**src/rtl/prio_write_regbank.sv**
```systemverilog
// prio_write_regbank: DEPTH x WIDTH register bank with NCH same-edge writers,
// fixed channel priority on address conflicts and a saturating collision counter.
module prio_write_regbank #(
    parameter int               WIDTH     = 2,
    parameter int               DEPTH     = 4,
    parameter int               NCH       = 2,
    parameter bit               LAST_WINS = 1,
    parameter logic [WIDTH-1:0] RESET_VAL = '0,
    parameter int               CW        = 4,
    localparam int              AW        = $clog2(DEPTH)
) (
    input  logic                 clk,
    input  logic                 rst_n,
    input  logic [NCH-1:0]       wr_en,
    input  logic [NCH*AW-1:0]    wr_addr,
    input  logic [NCH*WIDTH-1:0] wr_data,
    input  logic [AW-1:0]        rd_addr,
    output logic [WIDTH-1:0]     rd_data,
    output logic [CW-1:0]        coll_cnt,
    output logic                 coll_flag,
    input  logic                 coll_clr
);
    logic [WIDTH-1:0] mem [DEPTH];
    logic [WIDTH-1:0] nxt [DEPTH];
    logic [NCH-1:0]   vld;
    logic             coll;

    // Channels are visited lowest priority first so the winner writes last.
    function automatic int ch(input int k);
        return LAST_WINS ? k : NCH - 1 - k;
    endfunction

    always_comb begin
        for (int i = 0; i < NCH; i++)
            vld[i] = wr_en[i] && (int'(wr_addr[i*AW +: AW]) < DEPTH);
    end

    always_comb begin
        coll = 1'b0;
        for (int e = 0; e < DEPTH; e++) begin
            nxt[e] = mem[e];
            for (int k = 0; k < NCH; k++)
                if (vld[ch(k)] && int'(wr_addr[ch(k)*AW +: AW]) == e)
                    nxt[e] = wr_data[ch(k)*WIDTH +: WIDTH];
        end
        for (int i = 0; i < NCH; i++)
            for (int j = i + 1; j < NCH; j++)
                if (vld[i] && vld[j] && wr_addr[i*AW +: AW] == wr_addr[j*AW +: AW])
                    coll = 1'b1;
    end

    always_ff @(posedge clk or negedge rst_n) begin
        if (!rst_n) begin
            for (int e = 0; e < DEPTH; e++)
                mem[e] <= RESET_VAL;
            rd_data <= '0;
        end else begin
            for (int e = 0; e < DEPTH; e++)
                mem[e] <= nxt[e];
            rd_data <= (int'(rd_addr) < DEPTH) ? mem[rd_addr] : '0;
        end
    end

    always_ff @(posedge clk or negedge rst_n) begin
        if (!rst_n) begin
            coll_cnt  <= '0;
            coll_flag <= 1'b0;
        end else if (coll_clr) begin
            coll_cnt  <= '0;
            coll_flag <= 1'b0;
        end else if (coll) begin
            coll_cnt  <= (coll_cnt == {CW{1'b1}}) ? coll_cnt : coll_cnt + 1'b1;
            coll_flag <= 1'b1;
        end
    end
endmodule

```
**config.mk**
```make
export PLATFORM = sky130hd
export DESIGN_NAME = prio_write_regbank
export DESIGN_NICKNAME = d
export VERILOG_FILES = /design/src/rtl/prio_write_regbank.sv
export SDC_FILE = /design/constraint.sdc
export NUM_CORES = 1
export LEC_CHECK = 0
export ABC_AREA = 1
export BUFFER_PORTS_ARGS = -buffer_cell sky130_fd_sc_hd__buf_2
export CORE_MARGIN = 1
export CORE_UTILIZATION = 54
export CTS_CLUSTER_DIAMETER = 150
export DETAILED_ROUTE_END_ITERATION = 8
export PLACE_DENSITY = 0.84
export SYNTH_ARGS = -nofsm -noshare
export SYNTH_HDL_FRONTEND = slang
export SYNTH_SLANG_ARGS = --single-unit
```
**constraint.sdc**
```tcl
create_clock -name clk -period 2.9 [get_ports clk]
set_clock_uncertainty 0.05 [all_clocks]
set_input_delay 0 -clock clk [delete_from_list [all_inputs] [get_ports clk]]
set_output_delay 0 -clock clk [all_outputs]
set_load 0.01 [all_outputs]
```
==> impl_metrics.json <==
{
  "outcome": "complete, no violations",
  "row_count": 14,
  "cts_tree": "done",
  "tns_ns": 0,
  "track_usage_pct": 27.3,
  "ys_top_cells_by_count": "nand2_1, inv_1, nand3_1",
  "crit_slowest_cell": "dlygate4sd3_1",
  "die_area_sq_um": 1770,
  "netlist_instances": 120,
  "syn-num-nets": 136,
  "dpl_worst_slack_ns": 1.53,
  "seq_area_frac_synth_pct": 43.2,
  "num_vias": 922,
  "hold_slack_ns": 0.0884,
  "synth_top_cell_by_area": "dfrtp_1",
  "num_io_pins": 22,
  "antenna_found_initial": 0,
  "grt_pass1_wl_mm": 3.58,
  "drv_cap": 0,
  "power.density_nw_per_um2": 422,
  "firstDrtPassIters": 4,
  "syn_avg_cell_area_sq_um": 7.24,
  "grt_pass1_vias": 842,
  "fin_crit_sh_pct": 54.8,
  "setup_viol": 0,
  "grt_max_degree": 16,
  "ant_nets": 0,
  "rsz0062_at_grt": "no",
  "relSlewSlack_pct": 77.4,
  "fmax_ghz": 0.630,
  "yosysMostFrequentCell": "nand2_1",
  "routed_wl_mm": 2.12,
  "share_seq_of_total_power_pct": 52.9,
  "crit_required_ns": 3.01,
  "die_h_um": 42.1,
  "area_growth_pct": 27.8,
  "multi_input_area_sq_um": 418,
  "synth_cell_type_count": 13,
  "clock_path_buffers": 2,
  "crit_path_start_kind": "input port",
  "nNetsFinal": 171,
  "path_class": "input port to flip-flop",
  "power_frac_comb_pct": 21.9,
  "synth_top_area_share_pct": 43.2,
  "ys_warn_count": 0,
  "holdCritPathClass": "input port to flip-flop",
  "grt-ovfl-total": 0,
  "seq_area_sq_um": 375,
  "critPathMaxFanout": 6,
  "vdd_ir_drop_max_uv": 325,
  "report.final.slew_viol_count": 0,
  "post-dp-hpwl_mm": 1.54,
  "p_switching_mw": 0.137,
  "synth.cell_area_sq_um": 868,
  "cts_made_buffers": 3,
  "slowest_delay_ns": 0.60,
  "wl_per_cell_um": 12.5,
  "min_period_ns": 1.59,
  "async_flop_share_pct": 100,
  "drive_above_1_share_pct": 16.2,
  "viasPerCell": 5.42,
  "clkLatencyLatePin_ns": 0.28,
  "post_cts_resized": 0,
  "synth.area.top_cells": "dfrtp_1, nand2_1, nand3_1",
  "tightest_slew_ns": 0.339,
  "synth-seq-cells": 15,
  "initial_core_util_pct": 57.6,
  "io_buffers": 21,
  "power_frac_clock_pct": 25.2,
  "timing.final.hold_violations": 0,
  "clk_pin_slew_ns": 0.09,
  "cp.arrival_ns": 1.70,
  "clockRootBuffer": "clkbuf_4",
  "synth_ff_type": "dfrtp_1",
  "internal_power_mw": 0.331,
  "setup_ws_ns": 1.31,
  "synth_edf_count": 0,
  "fillers": 126,
  "drt_iter0_markers": 18,
  "switching_share_pct": 29.2,
  "num_antenna_cells": 0,
  "h-tree-depth": 1,
  "die-width_um": 42.1,
  "cellLeakagePower_nw": 0.625,
  "drc": 0,
  "cts_setup_buffers": 0,
  "critPathCaptureType": "flip-flop",
  "cts_sinks": 15,
  "core_area_sq_um": 1510,
  "crit_chain": "dlygate4sd3_1 -> buf_2 -> inv_1 -> a21oi_1 -> o21ai_0 -> o21ai_0 -> dlygate4sd3_1",
  "routabilityCongestion": 0.826
}
-- final cells by class --
type                            instances  area share, %
Timing Repair Buffer                   30           17.6
Multi-Input combinational cell         85           37.7
Clock buffer                            4           2.37
Inverter                               20           6.76
Sequential cell                        15           33.8
Tap cell                               16           1.80
-- worst max-delay path, delay by kind of cell --
| kind | cells | cell delay [ns] |
|---|---|---|
| buf+inv | 4 | 1.39 |
| compound gates | 3 | 0.31 |
-- registers in the layout, summed over array words and instances (netlist names) --
signal / count
mem: 8
rd_data: 2
coll_cnt: 4
coll_flag: 1
-- routing by layer --
| metal | vias up | share of wire, % | GRT usage (%) |
|---|---|---|---|
| li1 | 474 | - | - |
| met1 | 399 | 46 | 36.0 |
| met2 | 37 | 45 | 42.2 |
| met3 | 12 | 4.5 | 3.88 |
| met4 | 0 | 3.7 | 16.9 |
| met5 | - | 0 | 0 |
-- power groups by stage --
stage          clock network (mW)  registers [mW]  logic, mW
3_3_place_gp                    0           0.250     0.0852
4_1_cts                     0.120           0.247      0.100
2_1_floorplan                   0           0.249     0.0503
3_5_place_dp                    0           0.251     0.0890
6_report                    0.118           0.248      0.102
5_1_grt                     0.131           0.249      0.115
-- worst paths after layout --
path,end,from,slack [ns],depth (start not counted)
max,rd_data[1]$_DFF_PN0_,rd_addr[0],1.31,7
max in group asynchronous,mem[6]$_DFFE_PN0P_,rst_n,2.42,2
min,mem[5]$_DFFE_PN0P_,wr_addr[0],0.09,3
max reg2reg,rd_data[1]$_DFF_PN0_,mem[1]$_DFFE_PN0P_,1.41,3
min in group asynchronous,rd_data[0]$_DFF_PN0_,rst_n,0.13,2
min reg2reg,coll_flag$_DFFE_PN0P_,coll_flag$_DFFE_PN0P_,0.46,2
-- cells in the final DEF (no fill, tap or decap) --
cell           instances
a21oi_1                3
buf_2                 21
clkbuf_1               1
clkbuf_4               3
dfrtp_1               15
dlygate4sd3_1          9
ha_1                   1
inv_1                 20
nand2_1               29
nand3_1               19
nand4_1                4
nor2_1                 8
nor2_4                 1
o211ai_1               1
o21ai_0               14
o21bai_1               1
o221ai_1               4
-- cell families (layout without fill, tap and decap cells) --
logic type                 count (synthesis)  after routing  share of synthesized area (%)
and+or+nand+nor                           61             61                           31.1
buffers and inverters                     20             54                           8.65
adders and majority gates                  1              1                           1.44
DFF                                       15             15                           43.2
AOI/OAI and AO/OA                         23             23                           15.6
-- through the flow --
stage	power [mW]	utilization (%)	cell area, sq um	cells
finish	0.468	73.7	1110	170
global route	0.496	73.7	1110	170
CTS	0.468	73.7	1110	170
detailed placement	0.340	65.9	993	157
global placement	0.335	65.9	993	157
floorplan	0.300	-	868	120
-- repair_timing --
| action | in CTS | in global routing |
|---|---|---|
| endpoints found under the hold margin | 26 | 0 |
| endpoints found under the setup margin | 0 | 0 |
| hold buffers | 9 | 0 |
(Power assumes the default switching activity.)
